[src/rtl/comp_evt_sched_if.sv]
// comp_evt_sched_if: comparator-event and CPU register/interrupt bundle for comp_evt_sched
interface comp_evt_sched_if #(
    parameter int NCH = 4,
    parameter int CW  = 2,
    parameter int QW  = 4
);
    logic [NCH-1:0] ch_update;
    logic [NCH-1:0] ch_low;
    logic [NCH-1:0] ch_high;
    logic [QW-1:0]  reg_qual;
    logic [NCH-1:0] reg_ilen;
    logic [NCH-1:0] reg_ihen;
    logic [NCH-1:0] reg_lclrflg;
    logic [NCH-1:0] reg_hclrflg;
    logic [NCH-1:0] flg_clr_low;
    logic [NCH-1:0] flg_clr_high;
    logic [NCH-1:0] flg_low;
    logic [NCH-1:0] flg_high;
    logic           irq;
    logic [CW-1:0]  irq_ch;
    logic [1:0]     irq_src;
    logic           irq_ack;

    modport master (
        output ch_update, ch_low, ch_high, reg_qual, reg_ilen, reg_ihen,
               reg_lclrflg, reg_hclrflg, flg_clr_low, flg_clr_high, irq_ack,
        input  flg_low, flg_high, irq, irq_ch, irq_src
    );

    modport slave (
        input  ch_update, ch_low, ch_high, reg_qual, reg_ilen, reg_ihen,
               reg_lclrflg, reg_hclrflg, flg_clr_low, flg_clr_high, irq_ack,
        output flg_low, flg_high, irq, irq_ch, irq_src
    );
endinterface

[src/rtl/comp_evt_sched.sv]
// comp_evt_sched: qualifies comparator threshold events into sticky flags and round-robin interrupts
module comp_evt_sched #(
    parameter int NCH = 4,
    parameter int CW  = 2,
    parameter int QW  = 4
) (
    input logic             SYSCLK,
    input logic             SYSRSTn,
    comp_evt_sched_if.slave bus
);
    typedef enum logic [1:0] {IDLE, SEL, ASRT, GAP} state_t;

    state_t         r_state, w_next;
    logic [QW-1:0]  r_qcl [NCH];
    logic [QW-1:0]  r_qch [NCH];
    logic [NCH-1:0] r_flg_l, r_flg_h, r_pend_l, r_pend_h;
    logic [NCH-1:0] w_set_l, w_set_h, w_pl, w_ph, w_any, w_ackl, w_ackh;
    logic [CW-1:0]  r_rr, r_irq_ch, w_sel;
    logic [1:0]     r_irq_src;
    logic [QW:0]    w_thr;
    logic           w_found, w_latch, w_ack;

    // a qualification setting of zero behaves like one
    assign w_thr = (bus.reg_qual == '0) ? (QW+1)'(1) : {1'b0, bus.reg_qual};
    // pending bits are only visible to the scheduler while their enable is set
    assign w_pl  = r_pend_l & bus.reg_ilen;
    assign w_ph  = r_pend_h & bus.reg_ihen;
    assign w_any = w_pl | w_ph;
    assign w_ackl = (w_ack && r_irq_src[0]) ? (NCH'(1) << r_irq_ch) : '0;
    assign w_ackh = (w_ack && r_irq_src[1]) ? (NCH'(1) << r_irq_ch) : '0;

    // set event: a true update that completes the required run of qualifying updates
    always_comb begin
        w_set_l = '0;
        w_set_h = '0;
        for (int k = 0; k < NCH; k++) begin
            w_set_l[k] = bus.ch_update[k] & bus.ch_low[k]  & (({1'b0, r_qcl[k]} + (QW+1)'(1)) >= w_thr);
            w_set_h[k] = bus.ch_update[k] & bus.ch_high[k] & (({1'b0, r_qch[k]} + (QW+1)'(1)) >= w_thr);
        end
    end

    // first requesting channel at or after the round-robin pointer
    always_comb begin
        w_found = 1'b0;
        w_sel   = r_rr;
        for (int k = 0; k < NCH; k++) begin
            if (!w_found && w_any[CW'(r_rr + CW'(k))]) begin
                w_found = 1'b1;
                w_sel   = CW'(r_rr + CW'(k));
            end
        end
    end

    // per-channel qualification counters, sticky flags and pending bits
    always_ff @(posedge SYSCLK) begin
        if (!SYSRSTn) begin
            r_flg_l  <= '0;
            r_flg_h  <= '0;
            r_pend_l <= '0;
            r_pend_h <= '0;
            for (int k = 0; k < NCH; k++) begin
                r_qcl[k] <= '0;
                r_qch[k] <= '0;
            end
        end else begin
            for (int k = 0; k < NCH; k++) begin
                if (bus.ch_update[k]) begin
                    r_qcl[k] <= bus.ch_low[k]  ? ((&r_qcl[k]) ? r_qcl[k] : r_qcl[k] + QW'(1)) : '0;
                    r_qch[k] <= bus.ch_high[k] ? ((&r_qch[k]) ? r_qch[k] : r_qch[k] + QW'(1)) : '0;
                end
                r_flg_l[k]  <= w_set_l[k] | (r_flg_l[k] & ~(bus.flg_clr_low[k] |
                               (bus.reg_lclrflg[k] & bus.ch_update[k] & ~bus.ch_low[k])));
                r_flg_h[k]  <= w_set_h[k] | (r_flg_h[k] & ~(bus.flg_clr_high[k] |
                               (bus.reg_hclrflg[k] & bus.ch_update[k] & ~bus.ch_high[k])));
                r_pend_l[k] <= bus.reg_ilen[k] & (w_set_l[k] | (r_pend_l[k] & ~w_ackl[k]));
                r_pend_h[k] <= bus.reg_ihen[k] & (w_set_h[k] | (r_pend_h[k] & ~w_ackh[k]));
            end
        end
    end

    // scheduler state, serviced channel and round-robin pointer
    always_ff @(posedge SYSCLK) begin
        if (!SYSRSTn) begin
            r_state   <= IDLE;
            r_rr      <= '0;
            r_irq_ch  <= '0;
            r_irq_src <= '0;
        end else begin
            r_state <= w_next;
            if (w_latch) begin
                r_irq_ch  <= w_sel;
                r_irq_src <= {w_ph[w_sel], w_pl[w_sel]};
            end
            if (w_ack) r_rr <= r_irq_ch + CW'(1);
        end
    end

    // scheduler next state and latch/acknowledge strobes
    always_comb begin
        w_next  = r_state;
        w_latch = 1'b0;
        w_ack   = 1'b0;
        case (r_state)
            IDLE: w_next = (|w_any) ? SEL : IDLE;
            SEL: begin
                w_latch = w_found;
                w_next  = w_found ? ASRT : IDLE;
            end
            ASRT: begin
                w_ack  = bus.irq_ack;
                w_next = bus.irq_ack ? GAP : ASRT;
            end
            default: w_next = IDLE;
        endcase
    end

    assign bus.flg_low  = r_flg_l;
    assign bus.flg_high = r_flg_h;
    assign bus.irq      = (r_state == ASRT);
    assign bus.irq_ch   = r_irq_ch;
    assign bus.irq_src  = r_irq_src;
endmodule
[src/flat_wrapper.sv]
// flat-port wrapper written by rule: the top's interface ports become plain ports
module comp_evt_sched_flat 
#(
    parameter int NCH = 4,
    parameter int CW  = 2,
    parameter int QW  = 4
)
  (SYSCLK, SYSRSTn, bus_ch_update, bus_ch_low, bus_ch_high, bus_reg_qual, bus_reg_ilen, bus_reg_ihen, bus_reg_lclrflg, bus_reg_hclrflg, bus_flg_clr_low, bus_flg_clr_high, bus_irq_ack, bus_flg_low, bus_flg_high, bus_irq, bus_irq_ch, bus_irq_src);
  comp_evt_sched_if #(.NCH(NCH), .CW(CW), .QW(QW)) bus_i ();
  input logic SYSCLK;
  input logic SYSRSTn;
  input wire logic [$bits(bus_i.ch_update)-1:0] bus_ch_update;
  input wire logic [$bits(bus_i.ch_low)-1:0] bus_ch_low;
  input wire logic [$bits(bus_i.ch_high)-1:0] bus_ch_high;
  input wire logic [$bits(bus_i.reg_qual)-1:0] bus_reg_qual;
  input wire logic [$bits(bus_i.reg_ilen)-1:0] bus_reg_ilen;
  input wire logic [$bits(bus_i.reg_ihen)-1:0] bus_reg_ihen;
  input wire logic [$bits(bus_i.reg_lclrflg)-1:0] bus_reg_lclrflg;
  input wire logic [$bits(bus_i.reg_hclrflg)-1:0] bus_reg_hclrflg;
  input wire logic [$bits(bus_i.flg_clr_low)-1:0] bus_flg_clr_low;
  input wire logic [$bits(bus_i.flg_clr_high)-1:0] bus_flg_clr_high;
  input wire logic [$bits(bus_i.irq_ack)-1:0] bus_irq_ack;
  output wire logic [$bits(bus_i.flg_low)-1:0] bus_flg_low;
  output wire logic [$bits(bus_i.flg_high)-1:0] bus_flg_high;
  output wire logic [$bits(bus_i.irq)-1:0] bus_irq;
  output wire logic [$bits(bus_i.irq_ch)-1:0] bus_irq_ch;
  output wire logic [$bits(bus_i.irq_src)-1:0] bus_irq_src;
  assign bus_i.ch_update = bus_ch_update;
  assign bus_i.ch_low = bus_ch_low;
  assign bus_i.ch_high = bus_ch_high;
  assign bus_i.reg_qual = bus_reg_qual;
  assign bus_i.reg_ilen = bus_reg_ilen;
  assign bus_i.reg_ihen = bus_reg_ihen;
  assign bus_i.reg_lclrflg = bus_reg_lclrflg;
  assign bus_i.reg_hclrflg = bus_reg_hclrflg;
  assign bus_i.flg_clr_low = bus_flg_clr_low;
  assign bus_i.flg_clr_high = bus_flg_clr_high;
  assign bus_i.irq_ack = bus_irq_ack;
  assign bus_flg_low = bus_i.flg_low;
  assign bus_flg_high = bus_i.flg_high;
  assign bus_irq = bus_i.irq;
  assign bus_irq_ch = bus_i.irq_ch;
  assign bus_irq_src = bus_i.irq_src;
  comp_evt_sched #(.NCH(NCH), .CW(CW), .QW(QW)) u_core (.SYSCLK(SYSCLK), .SYSRSTn(SYSRSTn), .bus(bus_i));
endmodule
[config.mk]
export PLATFORM = sky130hd
export DESIGN_NAME = comp_evt_sched_flat
export DESIGN_NICKNAME = d
export VERILOG_FILES = /design/src/rtl/comp_evt_sched_if.sv /design/src/rtl/comp_evt_sched.sv /design/src/flat_wrapper.sv
export SDC_FILE = /design/constraint.sdc
export NUM_CORES = 1
export LEC_CHECK = 0
export ABC_AREA = 1
export CORE_MARGIN = 5
export CORE_UTILIZATION = 57
export DETAILED_ROUTE_END_ITERATION = 10
export DONT_BUFFER_PORTS = 1
export GPL_TIMING_DRIVEN = 1
export PLACE_DENSITY = 0.75
export SKIP_CTS_REPAIR_TIMING = 1
export SLEW_MARGIN = 25
export SYNTH_ARGS = -nofsm -noshare
export SYNTH_HDL_FRONTEND = slang
export SYNTH_SLANG_ARGS = --single-unit
[constraint.sdc]
create_clock -name SYSCLK -period 1.85 [get_ports SYSCLK]
set_input_delay 0.185 -clock SYSCLK [delete_from_list [all_inputs] [get_ports SYSCLK]]
set_output_delay 0.185 -clock SYSCLK [all_outputs]
set_load 0.02 [all_outputs]
; ---- Word level (Yosys, flattened, before mapping)
; Memory sizes are Yosys's and may differ from the RTL's.
; Cells that the tools add are included.
[op_classes]
magnitude_cmp = 13
eq_ne = 2
reduce_logical = 19
n_addsub = 20
n_mux = 65
n_bitwise = 115
n_shift = 1
[op_table]
columns = operator, n
row1 = 2-to-1 mux 4 bit, 27
row2 = AND 1 bit, 56
row3 = "adder 4 x 1 -> 5 bit, second input constant", 8
row4 = greater-or-equal comparator 5 bit, 8
row5 = "adder 4 x 1 -> 4 bit, second input constant", 8
row6 = OR 1 bit, 32
row7 = AND reduction 4 bit, 8
row8 = 2-to-1 mux 1 bit, 27
row9 = NOT 1 bit, 24
row10 = "less-than comparator 2 x 3 -> 1 bit, second input constant", 5
row11 = binary-select mux 1 bit (select 2 bit), 6
row12 = AND 4 bit, 2
row13 = 2-to-1 mux 2 bit, 4
row14 = one-hot mux 2 bit (3 select lines), 1
row15 = logical AND 1 bit, 5
row16 = "adder 2 x 1 -> 2 bit, second input constant", 2
row17 = "adder 2 bit, second input constant", 2
row18 = zero test 4 bit, 1
row19 = OR 4 bit, 1
row20 = OR reduction 4 bit, 1
row21 = "left shift 1 x 2 -> 4 bit, first input constant", 1
row22 = zero test 1 bit, 3
row23 = "equality test 2 x 1 -> 1 bit, second input constant", 1
row24 = "equality test 2 bit, second input constant", 1
row25 = zero test 2 bit, 1
[totals]
elab_cells = 245
input_bits = 43
mem_bits_rw = 32
mem_count = 2
reg_bits = 24
output_inout_bits = 13
[memory_table]
columns = name, words, word_bits, rd, rd_ports_with_merged_regs, write_ports, line
row1 = u_core.r_qch, 4, 4, 4, 0, 4, comp_evt_sched.sv:15  ; logic [QW-1:0] r_qch [NCH];
row2 = u_core.r_qcl, 4, 4, 4, 0, 4, comp_evt_sched.sv:14  ; logic [QW-1:0] r_qcl [NCH];

; ---- Longest topological paths before layout
; Gate-level depths: netlist of the first run.
[depth]
word_depth = 16
ltp_mapped = 17
depth_no_buf = 16

; ---- Worst setup path before layout of the first run
; No wires, ideal clock.
[synth_timing]
path_kind = register -> register
startpoint = mem u_core.r_qch[2][0]
endpoint = reg u_core.r_flg_h[2], in the netlist u_core.bus.flg_high[2]
t_arrival_ns = 1.717
period_less_slack_ns = 1.854
t_required_ns = 1.713
path_stages_with_launch = 9
n_path_buf = 0
path_slack_ns = -0.004
setup_time_ns = 0.137
path_cell_list = edfxtp_1 -> ha_1 -> ha_1 -> o21ai_0 -> nand2_1 -> a21oi_1 -> nor2_1 -> o311ai_0 -> a21oi_1
[synth_rtl]
columns = item, line
row1 = from (decl), comp_evt_sched.sv:15
row2 = "to (signal, indexed assignment)", comp_evt_sched.sv:73  ; r_flg_h[k] <= w_set_h[k] | (r_flg_h[k] & ~(bus.flg_clr_high[k] |
row3 = to (decl), comp_evt_sched.sv:16  ; logic [NCH-1:0] r_flg_l, r_flg_h, r_pend_l, r_pend_h;

==> flow_summary.yaml, run 1 <==
sta:
  fin_crit_sh: 1.06
  tns_ps: -411
  finalCriticalPeriod_ps: 1950
  final_hold_viol_count: 6
  fin_skew_ps: 8.06
  tightest_slew_ps: 493
  finalSetupViolations: 8
  finalMaxSlewViolations: 0
  fmax_mhz: 512
  slew_headroom: 0.670
  grt_setup_unrepaired: "true"
  timing.hold.ws_ps: -10.9
  fin_ws_ps: -104
clock_network:
  cts_tree: "done"
  clock_sinks: 56
  clk_latency_ps: 310
  clock_path_buffers: 2
  h-tree-depth: 2
  clock-root-buffer: "clkbuf_8"
  cts_made_buffers: 5
  clk_pin_slew_ps: 110
yosys:
  syn_area_mm2: 0.00385
  synthCells: 502
  yosys-top-cells-area: "edfxtp_1 (25%), ha_1 (14%), dfxtp_1 (12%)"
  ys_ff_latch: 56
  netlist.top_cell.by_area: "edfxtp_1"
  ys_seq_area_frac: 0.375
  yosys_warnings: 0
  synthArstFlopShare: 0
  syn_avg_cell_area_um2: 7.67
  synthFlopType: "edfxtp_1"
  yosysTopAreaCellShare: 0.250
  ys_types: 31
  synth-edff-count: 32
  synth_nets: 589
place:
  pre_cts_ws_ps: -117
  dp_hpwl_um: 6750
  place_congestion: 0.857
  place_area_mm2: 0.00414
  portBuffers: 0
  dp.cells: 604
floorplanning:
  die_w_um: 92.2
  die_h_um: 92.2
  io_pins: 56
  start_util: 0.576
  core-area_mm2: 0.00668
  rows: 30
  die-area_mm2: 0.00850
detailed_routing:
  drc: 0
  drt_wl_total_um: 9150
  firstDrtPassIters: 4
  initialDrtViolationCount: 152
  drtAntennaViolNets: 0
  wl_per_cell_um: 14.6
  vias: 3443
  vias_per_cell: 5.48
setup_path:
  critPathCaptureType: "flip-flop"
  max_stage_delay_ps: 410
  timing.rr.end: "u_core.bus.flg_low[1]$_SDFF_PN0_"
  crit_arrival_ps: 2160
  crit_fanout: 2
  slowest_stage: "edfxtp_1"
  worstPathRequired_ps: 2060
  crit_chain: "ha_1 -> ha_1 -> o21ai_1 -> nand2_1 -> a21oi_2 -> nor2_1 -> o311ai_1 -> buf_4 -> a21oi_2"
  r2r_start: "u_core.r_qcl[0][5]$_SDFFCE_PN0P_"
  r2r_slack_ps: -100
  start_kind: "flip-flop"
  worstSetupPathType: "reg -> reg"
  r2r_cells: 9
global_routing:
  antenna_found_initial: 0
  grt_max_degree: 26
  grt_overflow: 0
  grt_use_total: 0.209
  grt_pass1_vias: 3364
  grt_pass1_wl_um: 14400
power_and_ir_drop:
  p_per_area_mw_per_mm2: 588
  peakVddDrop_mv: 0.405
  leakagePower_nw: 2.09
status:
  violations: "negative hold slack, negative setup slack"
  status: "complete, but fails checks"
finish:
  nets: 634
  nFillCells: 534
  synthToLayoutAreaGrowth_pct: 18.6
  layout-drive-gt1-share: 0.175
  design_area_mm2: 0.00456
  final_cells: 628
  antenna_cells: 0
worst_hold_path:
  hold_path_end: "u_core.r_pend_h[3]$_SDFF_PN0_"
  hold_path_startpoint: "SYSRSTn"
  holdPathStages: 2
  hold_class: "in -> reg"
run:
  drv_cap: 0
## routing by layer
metal | global-route usage | wire, µm | vias up
met3 | 0.0361 | 427 | 20
li1 | - | - | 1734
met5 | 0 | 0 | -
met4 | 0.0606 | 167 | 0
met2 | 0.376 | 4710 | 81
met1 | 0.255 | 3840 | 1608
## final cells by class
class | count | area (µm²) | area share
multi-input combinational | 353 | 2220 | 0.486
clock buffer | 8 | 90.1 | 0.0197
tap | 80 | 100 | 0.0219
timing repair buffer | 43 | 364 | 0.0798
sequential | 56 | 1450 | 0.318
inverter | 88 | 340 | 0.0746
## Yosys cell counts, types with 3 or more instances
| cell | number |
|---|---|
| o21ai_0 | 12 |
| nand2_2 | 3 |
| edfxtp_1 | 32 |
| nand2_4 | 3 |
| dfxtp_1 | 24 |
| nor3_1 | 10 |
| nand3b_1 | 3 |
| a31oi_1 | 6 |
| clkbuf_1 | 4 |
| nand3_1 | 36 |
| nand3_2 | 3 |
| o311ai_0 | 6 |
| inv_1 | 85 |
| ha_1 | 44 |
| xor2_1 | 6 |
| nand2_1 | 103 |
| a21oi_1 | 32 |
| nor2_1 | 72 |
## per-stage QoR
step                      power, mW  utilization
after global routing           2.84        0.683
final                          2.68        0.683
after detailed placement       1.89        0.619
after floorplan                1.76            -
after CTS                      2.59        0.633
after global placement         1.87        0.619
## cell usage in the layout, fill, tap and decap left out, types with 10 or more instances in the layout
cell type / instances
nand2_1: 94
inv_1: 83
nor2_1: 67
ha_1: 42
nand3_1: 32
edfxtp_1: 32
buf_4: 31
dfxtp_1: 22
a21oi_1: 21
a21oi_2: 11
nor3_1: 10
nand2_2: 10
dlygate4sd3_1: 10
## cell families (layout without fill, tap and decap cells)
logic type,count (synthesis),in the layout,share of synthesized area
AO/OA/AOI/OAI,64,64,0.0956
adder cells (fa/ha/maj),44,44,0.143
buffers and inverters,93,139,0.0940
AND/OR/NAND/NOR,237,237,0.275
XOR/XNOR,8,8,0.0182
flip-flops,56,56,0.375
## worst max-delay path: cells and delay by family, from the launching register on
kind,cells,cell delay [ps]
adders and majority gates,2,600
and+or+nand+nor,2,140
AOI/OAI and AO/OA,4,530
DFF,1,410
buffers and inverters,1,170
## report_power, final
part	internal, mW	switching, mW	total (mW)
combinational	0.246	0.299	0.545
sequential	1.37	0.0494	1.42
clock	0.307	0.410	0.717
## registers in the layout, indices dropped and copies added (netlist names)
signal / flops
u_core.r_qch: 16
u_core.r_qcl: 16
u_core.bus.flg_high: 4
u_core.bus.flg_low: 4
u_core.r_pend_h: 4
u_core.r_pend_l: 4
u_core.bus.irq_ch: 2
u_core.bus.irq_src: 2
u_core.r_rr: 2
u_core.r_state: 2
## worst max path at each step
stage,start,to,slack [ps],cells after the start
floorplan,u_core.r_qcl[0][4]$_SDFFCE_PN0P_,u_core.bus.flg_low[1]$_SDFF_PN0_,80,8
global placement,u_core.r_qcl[0][12]$_SDFFCE_PN0P_,u_core.bus.flg_low[3]$_SDFF_PN0_,-80,8
detailed placement,u_core.r_qcl[0][12]$_SDFFCE_PN0P_,u_core.r_pend_l[3]$_SDFF_PN0_,-120,8
CTS,u_core.r_qcl[0][12]$_SDFFCE_PN0P_,u_core.r_pend_l[3]$_SDFF_PN0_,-140,8
global route,u_core.r_qcl[0][5]$_SDFFCE_PN0P_,u_core.bus.flg_low[1]$_SDFF_PN0_,-260,9
finish,u_core.r_qcl[0][5]$_SDFFCE_PN0P_,u_core.bus.flg_low[1]$_SDFF_PN0_,-100,9
Power figures use the tool's default switching activity.
==> run 2: changes to the inputs <==
Settings changed: PLACE_DENSITY 0.75 to 0.72.
Clock period 1.85 ns to 2.5 ns, I/O delays scaled along.
==> flow_summary.yaml, run 2 (synthesis results as in run 1) <==
sta:
  finalMaxSlewViolations: 0
  fin_crit_sh: 0.892
  final_hold_viol_count: 0
  slew_headroom: 0.616
  finalCriticalPeriod_ps: 2230
  finalSetupViolations: 0
  tns_ps: 0
  fin_skew_ps: 11.3
  grt_setup_unrepaired: "false"
  fmax_mhz: 448
  tightest_slew_ps: 568
worst_hold_path:
  holdPathStages: 2
  hold_path_startpoint: "bus_reg_ilen[1]"
  hold_class: "in -> reg"
  hold_path_end: "u_core.r_pend_l[1]$_SDFF_PN0_"
place:
  portBuffers: 0
  dp_hpwl_um: 6720
  place_congestion: 0.876
setup_path:
  slowest_stage: "o311ai_0"
  cp_top_family: "compound AO/OA/AOI/OAI gates"
  worstSetupPathType: "reg -> reg"
  worstPathRequired_ps: 2690
  timing.rr.end: "u_core.bus.flg_high[0]$_SDFF_PN0_"
  max_stage_delay_ps: 490
  crit_chain: "ha_1 -> ha_1 -> o21ai_0 -> nand2_1 -> a21oi_1 -> nor2_1 -> o311ai_0 -> a21oi_1"
  crit_arrival_ps: 2420
  start_kind: "flip-flop"
  r2r_cells: 8
  crit_fanout: 4
  crit_buf_inv: 0
  r2r_slack_ps: 270
  critPathCaptureType: "flip-flop"
  r2r_start: "u_core.r_qch[0][0]$_SDFFCE_PN0P_"
clock_network:
  h-tree-depth: 2
  cts_tree: "done"
  clk_latency_ps: 310
  cts_made_buffers: 5
  clock-root-buffer: "clkbuf_8"
  clk_pin_slew_ps: 110
  clock_sinks: 56
  clock_path_buffers: 2
global_routing:
  grt_pass1_vias: 3091
  grt_use_total: 0.207
  grt_pass1_wl_um: 14100
  grt_max_degree: 26
  antenna_found_initial: 0
  grt_overflow: 0
detailed_routing:
  vias_per_cell: 5.32
  drt_wl_total_um: 8390
  drtAntennaViolNets: 0
  initialDrtViolationCount: 155
  firstDrtPassIters: 5
  wl_per_cell_um: 14.2
  drc: 0
  vias: 3156
finish:
  layout-drive-gt1-share: 0.0643
  nets: 599
  mostFrequentLayoutCells: "nand2_1 (103), inv_1 (85), nor2_1 (72), ha_1 (44), nand3_1 (36)"
  multi_input_area_mm2: 0.00205
  synthToLayoutAreaGrowth_pct: 6.27
  reg_top3: "u_core.r_qch (16), u_core.r_qcl (16)"
  antenna_cells: 0
  nFillCells: 594
  regArea_mm2: 0.00144
  layout_commonest_cell: "nand2_1"
power_and_ir_drop:
  p_per_area_mw_per_mm2: 479
  finalPower_mw: 1.96
  peakVddDrop_mv: 0.303
  leakagePower_nw: 1.90
floorplanning:
  core-area_mm2: 0.00668
  die-area_mm2: 0.00850
  rows: 30
  io_pins: 56
  start_util: 0.576
  die_h_um: 92.2
  die_w_um: 92.2
status:
  status: "finished clean"
run:
  drv_cap: 0
[run 2: changes by cell type in the layout (fill, tap and decap cells not counted), moves of 6 or more]
cell,before,now
a21oi_1,21,32
o21ai_0,6,12
o21ai_1,8,2
nand2_1,94,103
dlygate4sd3_1,10,0
o311ai_0,0,6
buf_4,31,8
a21oi_2,11,0
nand2_2,10,3
[run 2: layout make-up]
| cell class | count | share of cell area |
|---|---|---|
| well taps | 80 | 0.0245 |
| flip-flops and latches | 56 | 0.352 |
| clock buffers | 6 | 0.0177 |
| inverters | 88 | 0.0820 |
| clock inverters | 2 | 0.00857 |
| repair buffers | 8 | 0.0147 |
| multi-input cells | 353 | 0.500 |
[run 2: worst max path at each step]
stage	startpoint	cells past startpoint	endpoint	slack [ps]
after floorplan	bus_reg_qual[2]	9	u_core.bus.flg_high[0]$_SDFF_PN0_	630
after CTS	u_core.r_qch[0][0]$_SDFFCE_PN0P_	8	u_core.bus.flg_high[0]$_SDFF_PN0_	270
after global routing	u_core.r_qch[0][0]$_SDFFCE_PN0P_	8	u_core.r_pend_h[0]$_SDFF_PN0_	60
after detailed placement	u_core.r_qch[0][0]$_SDFFCE_PN0P_	8	u_core.bus.flg_high[0]$_SDFF_PN0_	350
after global placement	bus_reg_qual[2]	9	u_core.r_pend_h[0]$_SDFF_PN0_	360
final	u_core.r_qch[0][0]$_SDFFCE_PN0P_	8	u_core.bus.flg_high[0]$_SDFF_PN0_	270
[run 2: per-layer routing]
| metal | vias to the layer above | part of all wire | GRT usage | wire length [µm] |
|---|---|---|---|---|
| met5 | - | 0 | 0 | 0 |
| met4 | 0 | 0.013 | 0.0594 | 110 |
| met3 | 9 | 0.039 | 0.0271 | 326 |
| met2 | 53 | 0.50 | 0.368 | 4230 |
| met1 | 1434 | 0.44 | 0.260 | 3730 |
| li1 | 1660 | - | - | - |
[run 2: stage by stage]
stage	util	hold WS [ps]	instance area, µm²	setup WS [ps]	instances
6_report	0.612	36.5	4090	269	593
3_5_place_dp	0.596	370	3980	346	585
4_1_cts	0.612	33.0	4090	268	593
3_3_place_gp	0.596	369	3980	356	585
2_1_floorplan	-	366	3850	630	502
5_1_grt	0.612	23.1	4090	64.9	593
[run 2: worst register-to-register path, stage by stage, from the launching register on]
cell      delay (ps)
edfxtp_1         460
ha_1             340
ha_1             290
o21ai_0          110
nand2_1          100
a21oi_1          130
nor2_1            50
o311ai_0         490
a21oi_1          130
[run 2: report_power, final]
part | switching, mW | internal [mW]
logic | 0.185 | 0.120
clock network | 0.301 | 0.298
registers | 0.0384 | 1.02
total | 0.525 | 1.44
==> run 3: changes to the inputs <==
Settings changed: CORE_MARGIN 5 to unset.
==> flow_summary.yaml, run 3 (synthesis results as in run 1) <==
status:
  status: "complete, but fails checks"
  violations: "design-rule violations"
place:
  place_area_mm2: 0.00396
  dp.cells: 579
  dp_hpwl_um: 6460
  pre_cts_ws_ps: 303
  portBuffers: 0
  place_congestion: 0.923
setup_path:
  r2r_start: "u_core.r_qcl[0][12]$_SDFFCE_PN0P_"
  critPathCaptureType: "flip-flop"
  crit_chain: "ha_1 -> ha_1 -> o21ai_0 -> nand2_1 -> a21oi_1 -> nor2_1 -> o311ai_0 -> a21oi_1"
  worstPathRequired_ps: 2680
  r2r_cells: 8
  start_kind: "flip-flop"
  cp_top_family: "compound AO/OA/AOI/OAI gates"
  worstSetupPathType: "reg -> reg"
  max_stage_delay_ps: 540
  crit_buf_inv: 0
  timing.rr.end: "u_core.r_pend_l[3]$_SDFF_PN0_"
  crit_fanout: 4
  slowest_stage: "o311ai_0"
  crit_arrival_ps: 2420
  r2r_slack_ps: 260
sta:
  tns_ps: 0
  finalCriticalPeriod_ps: 2240
  fmax_mhz: 447
  finalMaxSlewViolations: 0
  fin_crit_sh: 0.896
  finalSetupViolations: 0
  fin_skew_ps: 9.80
  timing.hold.ws_ps: 29.1
  slew_headroom: 0.572
  fin_ws_ps: 261
  grt_setup_unrepaired: "false"
  final_hold_viol_count: 0
  tightest_slew_ps: 634
global_routing:
  use_met2: 0.422
  grt_pass1_wl_um: 14300
  grt_max_degree: 26
  grtUsageMet1: 0.344
  antenna_found_initial: 0
  grt_overflow: 0
  grt_use_total: 0.252
  use_met3: 0.0403
  grt_pass1_vias: 3061
  grt-busiest-layer: "met2"
worst_hold_path:
  holdPathStages: 2
  hold_path_end: "u_core.r_pend_l[2]$_SDFF_PN0_"
  hold_path_startpoint: "bus_reg_ilen[2]"
  hold_class: "in -> reg"
finish:
  nFillCells: 577
  multi_input_area_mm2: 0.00205
  synthToLayoutAreaGrowth_pct: 5.01
  reg_top3: "u_core.r_qch (16), u_core.r_qcl (16)"
  regArea_mm2: 0.00144
  design_area_mm2: 0.00404
  layout-drive-gt1-share: 0.0569
  layout_commonest_cell: "nand2_1"
  nets: 596
  mostFrequentLayoutCells: "nand2_1 (103), inv_1 (85), nor2_1 (72), ha_1 (44), nand3_1 (36)"
  final_cells: 587
  antenna_cells: 0
clock_network:
  h-tree-depth: 2
  cts_made_buffers: 5
  cts_tree: "done"
  clk_latency_ps: 320
  clock_path_buffers: 2
  clk_pin_slew_ps: 110
  clock-root-buffer: "clkbuf_8"
  clock_sinks: 56
floorplanning:
  core-area_mm2: 0.00642
  io_pins: 56
  die_w_um: 84.2
  die_h_um: 84.2
  rows: 29
  start_util: 0.599
  die-area_mm2: 0.00708
detailed_routing:
  drt_wl_total_um: 8300
  drtAntennaViolNets: 0
  firstDrtPassIters: 7
  initialDrtViolationCount: 183
  drc: 8
  wl_per_cell_um: 14.1
  vias_per_cell: 5.51
  vias: 3232
power_and_ir_drop:
  peakVddDrop_mv: 0.245
  leakagePower_nw: 1.87
  p_per_area_mw_per_mm2: 462
run:
  drv_cap: 0
-- run 3: cell types whose count changed in the layout (fill, tap and decap cells not counted) --
cell	before	now
buf_4	8	5
bufinv_16	1	0
clkbuf_1	1	2
clkinv_2	1	0
inv_6	0	1
-- run 3: how the worst max path moves through the flow --
stage,from,end,slack (ps),cells after the start
6_report,u_core.r_qcl[0][12]$_SDFFCE_PN0P_,u_core.r_pend_l[3]$_SDFF_PN0_,260,8
5_1_grt,u_core.r_qcl[0][12]$_SDFFCE_PN0P_,u_core.r_pend_l[3]$_SDFF_PN0_,50,8
4_1_cts,u_core.r_qcl[0][12]$_SDFFCE_PN0P_,u_core.r_pend_l[3]$_SDFF_PN0_,290,8
3_5_place_dp,u_core.r_qcl[0][12]$_SDFFCE_PN0P_,u_core.bus.flg_low[3]$_SDFF_PN0_,300,8
3_3_place_gp,u_core.r_qcl[0][12]$_SDFFCE_PN0P_,u_core.bus.flg_low[3]$_SDFF_PN0_,340,8
2_1_floorplan,bus_reg_qual[2],u_core.bus.flg_high[0]$_SDFF_PN0_,630,9
-- run 3: layout make-up --
class,instances,area share
multi-input cells,353,0.506
inverters,88,0.0830
well taps,77,0.0238
flip-flops and latches,56,0.357
clock buffers,7,0.0189
repair buffers,5,0.00929
clock inverters,1,0.00217
-- run 3: stage by stage --
| stage | utilization | power [mW] |
|---|---|---|
| 2_1_floorplan | - | 1.30 |
| 3_3_place_gp | 0.616 | 1.36 |
| 3_5_place_dp | 0.616 | 1.37 |
| 4_1_cts | 0.629 | 1.88 |
| 5_1_grt | 0.629 | 1.98 |
| 6_report | 0.629 | 1.87 |
-- run 3: power breakdown --
part / switching [mW] / leakage (nW) / internal, mW
Sequential: 0.0398 / 0.549 / 1.02
Clock: 0.313 / 0.0428 / 0.204
Combinational: 0.179 / 1.28 / 0.116
-- run 3: routing by layer --
metal / vias up / part of all wire / wire, µm
met5: - / 0 / 0
met4: 0 / 0.0093 / 77
met3: 7 / 0.062 / 518
met2: 86 / 0.47 / 3870
met1: 1479 / 0.46 / 3830
li1: 1660 / - / -
